[src/rtl/pce_pad_pkg.sv]
// Shared definitions for the PC Engine joypad reader and responder:
// scan states, button bit positions, nibble fields and the scan decoder.
package pce_pad_pkg;

    typedef enum logic [2:0] {
        IDLE,
        CLR,
        DIR,
        BTN,
        DECODE,
        PUBLISH
    } state_t;

    localparam int BTN_UP     = 11;
    localparam int BTN_RIGHT  = 10;
    localparam int BTN_DOWN   = 9;
    localparam int BTN_LEFT   = 8;
    localparam int BTN_I      = 7;
    localparam int BTN_II     = 6;
    localparam int BTN_SELECT = 5;
    localparam int BTN_START  = 4;
    localparam int BTN_III    = 3;
    localparam int BTN_IV     = 2;
    localparam int BTN_V      = 1;
    localparam int BTN_VI     = 0;

    localparam int NIBBLE_W      = 4;
    localparam int FIELD_DIR_LSB = 8;
    localparam int FIELD_BTN_LSB = 4;
    localparam int FIELD_EXT_LSB = 0;

    typedef struct packed {
        logic [11:0] buttons;
        logic        six_button;
        logic        frame_error;
    } scan_result_t;

    // The extended frame is recognised by its all-zero direction nibble;
    // whichever pass shows it supplies the iii..vi nibble.
    function automatic scan_result_t decode_scan(
        input logic [3:0] dir0,
        input logic [3:0] dir1,
        input logic [3:0] btn0,
        input logic [3:0] btn1
    );
        scan_result_t r;
        logic [3:0]   dir_n;
        logic [3:0]   btn_n;
        logic [3:0]   btn_x;
        r     = '0;
        dir_n = dir1;
        btn_n = btn1;
        btn_x = 4'hF;
        if (dir0 == 4'h0 && dir1 == 4'h0) begin
            r.frame_error = 1'b1;
        end else begin
            if (dir0 == 4'h0) begin
                r.six_button = 1'b1;
                btn_x        = btn0;
            end else if (dir1 == 4'h0) begin
                r.six_button = 1'b1;
                dir_n        = dir0;
                btn_n        = btn0;
                btn_x        = btn1;
            end
            r.buttons[FIELD_DIR_LSB +: NIBBLE_W] = ~dir_n;
            r.buttons[FIELD_BTN_LSB +: NIBBLE_W] = ~btn_n;
            r.buttons[FIELD_EXT_LSB +: NIBBLE_W] = ~btn_x;
        end
        return r;
    endfunction

endpackage

[src/rtl/pce_sync2.sv]
// Two-flop synchronizer for an asynchronous bus whose bits are sampled
// independently (each pad line is a level, not a coherent word).
module pce_sync2 #(
    parameter int               WIDTH     = 4,
    parameter logic [WIDTH-1:0] RESET_VAL = '0
) (
    input  logic             system_clock,
    input  logic             system_reset,
    input  logic [WIDTH-1:0] din,
    output logic [WIDTH-1:0] dout
);

    logic [WIDTH-1:0] stage1_q;
    logic [WIDTH-1:0] stage1_d;
    logic [WIDTH-1:0] stage2_q;
    logic [WIDTH-1:0] stage2_d;

    always_comb begin
        stage1_d = din;
        stage2_d = stage1_q;
    end

    always_ff @(posedge system_clock) begin
        if (system_reset) begin
            stage1_q <= RESET_VAL;
            stage2_q <= RESET_VAL;
        end else begin
            stage1_q <= stage1_d;
            stage2_q <= stage2_d;
        end
    end

    assign dout = stage2_q;

endmodule

[src/rtl/pce_pad_reader.sv]
// Console-side PC Engine joypad scanner: drives CLR/SEL, samples the data
// nibble over two passes and decodes a 12-bit pressed-button vector.
module pce_pad_reader
    import pce_pad_pkg::*;
#(
    parameter int SETTLE_CYCLES = 64,
    parameter int POLL_CYCLES   = 100000,
    parameter int CNT_W         = 17
) (
    input  logic        system_clock,
    input  logic        system_reset,
    input  logic        enable,
    input  logic [3:0]  d,
    output logic        sel,
    output logic        clr,
    output logic [11:0] buttons,
    output logic        six_button,
    output logic        frame_error,
    output logic        valid
);

    localparam logic [CNT_W-1:0] SETTLE_LAST = CNT_W'(SETTLE_CYCLES - 1);
    localparam logic [CNT_W-1:0] POLL_LAST   = CNT_W'(POLL_CYCLES - 1);
    localparam logic [CNT_W-1:0] CNT_ONE     = CNT_W'(1);

    logic [3:0]       d_sync;
    state_t           state_q;
    state_t           state_d;
    logic             pass_q;
    logic             pass_d;
    logic [CNT_W-1:0] settle_cnt_q;
    logic [CNT_W-1:0] settle_cnt_d;
    logic [CNT_W-1:0] poll_cnt_q;
    logic [CNT_W-1:0] poll_cnt_d;
    logic             phase_last;
    logic             poll_wrap;
    logic             sel_q;
    logic             sel_d;
    logic             clr_q;
    logic             clr_d;
    logic [11:0]      buttons_q;
    logic [11:0]      buttons_d;
    logic             six_button_q;
    logic             six_button_d;
    logic             frame_error_q;
    logic             frame_error_d;
    logic             valid_q;
    logic             valid_d;
    scan_result_t     result;

    pce_sync2 #(
        .WIDTH     (4),
        .RESET_VAL (4'hF)
    ) u_sync (
        .system_clock (system_clock),
        .system_reset (system_reset),
        .din          (d),
        .dout         (d_sync)
    );

    assign phase_last = (settle_cnt_q == SETTLE_LAST);
    assign poll_wrap  = (poll_cnt_q == '0);

    always_comb begin
        poll_cnt_d = (poll_cnt_q == POLL_LAST) ? '0 : poll_cnt_q + CNT_ONE;
    end

    // State register
    always_ff @(posedge system_clock) begin
        if (system_reset) begin
            state_q      <= IDLE;
            pass_q       <= 1'b0;
            settle_cnt_q <= '0;
            poll_cnt_q   <= '0;
        end else begin
            state_q      <= state_d;
            pass_q       <= pass_d;
            settle_cnt_q <= settle_cnt_d;
            poll_cnt_q   <= poll_cnt_d;
        end
    end

    // Next state. PUBLISH accepts a start too, so the shortest legal poll
    // period still lands every scan exactly on the counter wrap.
    always_comb begin
        state_d      = state_q;
        pass_d       = pass_q;
        settle_cnt_d = '0;
        case (state_q)
            IDLE, PUBLISH: begin
                pass_d  = 1'b0;
                state_d = (poll_wrap && enable) ? CLR : IDLE;
            end
            CLR: begin
                if (phase_last) state_d = DIR;
                else settle_cnt_d = settle_cnt_q + CNT_ONE;
            end
            DIR: begin
                if (phase_last) state_d = BTN;
                else settle_cnt_d = settle_cnt_q + CNT_ONE;
            end
            BTN: begin
                if (phase_last) begin
                    if (pass_q) begin
                        state_d = DECODE;
                    end else begin
                        state_d = CLR;
                        pass_d  = 1'b1;
                    end
                end else begin
                    settle_cnt_d = settle_cnt_q + CNT_ONE;
                end
            end
            DECODE:  state_d = PUBLISH;
            default: state_d = IDLE;
        endcase
    end

    // Per-pass capture of the direction and button nibbles.
    genvar gi;
    generate
        for (gi = 0; gi < 2; gi++) begin : g_pass
            logic [3:0] dir_q;
            logic [3:0] dir_d;
            logic [3:0] btn_q;
            logic [3:0] btn_d;
            logic       this_pass;

            assign this_pass = (pass_q == 1'(gi));

            always_comb begin
                dir_d = dir_q;
                btn_d = btn_q;
                if (phase_last && this_pass) begin
                    if (state_q == DIR) dir_d = d_sync;
                    if (state_q == BTN) btn_d = d_sync;
                end
            end

            always_ff @(posedge system_clock) begin
                if (system_reset) begin
                    dir_q <= '0;
                    btn_q <= '0;
                end else begin
                    dir_q <= dir_d;
                    btn_q <= btn_d;
                end
            end
        end
    endgenerate

    assign result = decode_scan(g_pass[0].dir_q, g_pass[1].dir_q,
                                g_pass[0].btn_q, g_pass[1].btn_q);

    // Outputs. Coming out of BTN both lines would rise together, so clr is
    // held off until sel has already been high for a cycle.
    always_comb begin
        sel_d         = (state_d != BTN);
        clr_d         = (state_d == CLR) && sel_q;
        buttons_d     = buttons_q;
        six_button_d  = six_button_q;
        frame_error_d = frame_error_q;
        valid_d       = (state_q == DECODE);
        if (state_q == DECODE) begin
            buttons_d     = result.buttons;
            six_button_d  = result.six_button;
            frame_error_d = result.frame_error;
        end
    end

    always_ff @(posedge system_clock) begin
        if (system_reset) begin
            sel_q         <= 1'b1;
            clr_q         <= 1'b0;
            buttons_q     <= '0;
            six_button_q  <= 1'b0;
            frame_error_q <= 1'b0;
            valid_q       <= 1'b0;
        end else begin
            sel_q         <= sel_d;
            clr_q         <= clr_d;
            buttons_q     <= buttons_d;
            six_button_q  <= six_button_d;
            frame_error_q <= frame_error_d;
            valid_q       <= valid_d;
        end
    end

    assign sel         = sel_q;
    assign clr         = clr_q;
    assign buttons     = buttons_q;
    assign six_button  = six_button_q;
    assign frame_error = frame_error_q;
    assign valid       = valid_q;

endmodule

[config.mk]
export PLATFORM = sky130hd
export DESIGN_NAME = pce_pad_reader
export DESIGN_NICKNAME = d
export VERILOG_FILES = /design/src/rtl/pce_pad_pkg.sv /design/src/rtl/pce_sync2.sv /design/src/rtl/pce_pad_reader.sv
export SDC_FILE = /design/constraint.sdc
export NUM_CORES = 1
export LEC_CHECK = 0
export ABC_AREA = 1
export CAP_MARGIN = 20
export CORE_ASPECT_RATIO = 0.5
export CORE_MARGIN = 1.5
export CORE_UTILIZATION = 45
export CTS_CLUSTER_DIAMETER = 60
export DETAILED_ROUTE_END_ITERATION = 12
export PLACE_DENSITY = 0.74
export RECOVER_POWER = 50
export SLEW_MARGIN = 20
export SYNTH_ARGS = -nofsm -noshare
export SYNTH_HDL_FRONTEND = slang
export SYNTH_HIERARCHICAL = 1
export SYNTH_SLANG_ARGS = --single-unit
[constraint.sdc]
create_clock -name system_clock -period 4.11 [get_ports system_clock]
set_input_delay 0.822 -clock system_clock [delete_from_list [all_inputs] [get_ports system_clock]]
set_output_delay 0.822 -clock system_clock [all_outputs]
set_load 0.01 [all_outputs]
==> results.json <==
{
  "status": "completed",
  "worstPathRequired_ns": 4.33,
  "fin_skew_ns": 0.005893,
  "p_leak_nw": 1.630,
  "grt_usage": 0.1867,
  "cp_num_buf_inv": 4,
  "antenna_cells": 0,
  "synth_seq_area_share": 0.4532,
  "synth_top_area_frac": 0.4532,
  "vias_per_cell": 4.850,
  "syn_nets": 475,
  "io_buffers": 23,
  "fin_util": 0.5612,
  "yosysMostFrequentCell": "nand2_1",
  "clkTransAtPathRegs_ns": 0.05,
  "post_drt_wl_per_cell_um": 11.51,
  "grt_max_degree": 22,
  "post-route-min-period_ns": 2.980,
  "row_count": 22,
  "slowest_delay_ns": 0.69,
  "first_pass_iters": 4,
  "die_area_mm2": 0.008324,
  "cts_buffer_depth": 2,
  "crit_chain": "dlygate4sd3_1, clkbuf_1, inv_1, nand2_1, buf_4, nor3b_1",
  "place_congestion": 0.8886,
  "cts_tree": "done",
  "routed_wl_um": 6813,
  "grt_pass1_wl_um": 12230,
  "cp-end-kind": "flip-flop",
  "finalHoldViolCount": 0,
  "synth.avg_cell_area_um2": 7.521,
  "setup_viol": 0,
  "powerDensity_mw_per_mm2": 416.8,
  "die_width_um": 127.5,
  "cts_buffers": 9,
  "ys_types": 36,
  "max_freq_mhz": 335.6,
  "dieHeight_um": 65.27,
  "antenna_found_initial": 0,
  "io_pins": 24,
  "crit_fanout": 21,
  "synth_edf_count": 0,
  "nets": 502,
  "worstMarginPinSlew_ns": 0.9315,
  "async_flop_share": 0,
  "worstSetupPathType": "in -> reg",
  "hpwl_um": 4883,
  "syn_area_mm2": 0.003490,
  "fin_tns_setup_ns": 0,
  "clk_latency_ns": 0.34,
  "rsz0062_at_grt": "no",
  "crit_path_start_kind": "input port",
  "critPathTopFamily": "buffers and inverters",
  "clock-sinks": 79,
  "synth_area_leaders": "dfxtp_1, nand2_1, nor2_1",
  "hold_path_class": "reg -> reg",
  "cts_setup_buffers": 0,
  "cap_violations": 0,
  "synth_common_cells": "nand2_1, dfxtp_1, nor2_1",
  "ys_ff_latch": 79,
  "cts_resized": 0,
  "core_mm2": 0.007405,
  "initial_core_util": 0.4713,
  "syn_inst": 464,
  "ir_drop_mv": 0.1858,
  "slowest_stage": "clkbuf_1",
  "vias": 2871,
  "cts_hold_buffers": 0,
  "slew_headroom": 0.3790,
  "final_max_slew_viol_count": 0,
  "yosys_warnings": 6,
  "fin_crit_sh": 0.7251,
  "drive_above_1_share": 0.1149,
  "syn_to_final_growth_pct": 19.08,
  "htree_num_levels": 3,
  "detail-route-antenna-nets": 0,
  "critical_path_arrival_ns": 3.20,
  "grt-ovfl-total": 0,
  "first_global_vias": 2677,
  "ys.flop_type": "dfxtp_1",
  "drc": 0,
  "yosysTopAreaCell": "dfxtp_1",
  "clockRootBuffer": "clkbuf_16",
  "first_iter_violations": 191
}
[metrics by stage]
stage	std cells	cell area (um2)	setup slack, ns	hold WS, ns	total power [W]
after floorplan	464	3490	2.347	0.3868	0.0008296
after global placement	576	3812	1.462	0.3934	0.0008463
after detailed placement	576	3812	1.427	0.3957	0.0008476
after CTS	592	4159	1.764	0.4088	0.001753
after global routing	592	4155	0.8253	0.4320	0.001801
final	592	4155	1.130	0.4079	0.001732
[cell type report]
class | instances | area, um2
Timing Repair Buffer | 25 | 241.5
Clock buffer | 10 | 239.0
Inverter | 64 | 241.5
Sequential cell | 79 | 1582
Multi-Input combinational cell | 312 | 1624
Fill cell | 682 | 3249
Clock inverter | 6 | 107.6
Tap cell | 96 | 120.1
[worst min-delay path, delay by kind of cell, from the launching register on]
| kind | cells | cell delay [ns] |
|---|---|---|
| flip-flops | 1 | 0.30 |
| buffers and inverters | 1 | 0.03 |
| AND/OR/NAND/NOR | 1 | 0.05 |
[state kept, by name (all words and copies together) (netlist names)]
signal / cells
buttons: 12
clr: 1
frame_error: 1
g_pass.btn_q: 8
g_pass.dir_q: 8
g_pass.this_pass: 1
poll_cnt_q: 17
sel: 1
settle_cnt_q: 17
six_button: 1
state_q: 3
u_sync/dout: 4
u_sync/stage1_q: 4
valid: 1
[per-layer routing]
metal | routed length (um) | track usage | vias to the layer above
met5 | 0 | 0 | -
met4 | 38 | 0.08381 | 0
met3 | 326 | 0.05537 | 4
met2 | 2926 | 0.2689 | 52
met1 | 3522 | 0.2576 | 1277
li1 | - | - | 1538
[cells by family (layout without fill, tap and decap cells)]
kind of cell             after synthesis  in the layout  synth area share
AND/OR/NAND/NOR                      230            230            0.3231
XOR/XNOR                              11             11           0.02761
adder cells (fa/ha/maj)                4              4           0.01434
AO/OA/AOI/OAI                         67             67            0.1004
flip-flops                            79             79            0.4532
buffers and inverters                 73            105           0.08139
[where the power goes]
part           leakage, nW  internal, W  switching (W)
sequential           0.639     0.000775     0.00000562
combinational        0.823    0.0000181      0.0000306
clock                0.168     0.000607       0.000296
total                 1.63      0.00140       0.000332
[final timing paths]
kind | from | endpoint | slack (ns) | depth (start not counted)
setup / recovery | system_reset | poll_cnt_q[2]$_SDFF_PP0_ | 1.13 | 6
hold / removal | u_sync/stage1_q[2]$_SDFF_PP1_ | u_sync/dout[2]$_SDFF_PP1_ | 0.41 | 2
setup reg to reg | settle_cnt_q[0]$_SDFF_PP0_ | g_pass[0].dir_q[0]$_SDFFE_PP0P_ | 2.30 | 6
hold reg to reg | u_sync/stage1_q[2]$_SDFF_PP1_ | u_sync/dout[2]$_SDFF_PP1_ | 0.41 | 2
[placed cells by master, fill, tap and decap left out, types with 3 or more instances in the layout]
cell type	count
inv_2	7
nor2_4	5
nand3_2	8
o22ai_1	4
nand2_1	95
nand4_1	7
nor2_1	57
o21ai_0	17
nor3_1	7
clkinv_2	3
ha_1	4
nand2_2	4
o21ai_1	4
nor2_2	7
clkbuf_16	9
nand3_1	20
inv_1	56
or2_0	3
nor3b_1	7
bufinv_16	3
dlygate4sd3_1	12
clkdlybuf4s50_1	11
xor2_1	9
a21oi_1	38
dfxtp_1	79
Note: power is estimated with default switching activity, not from simulation.
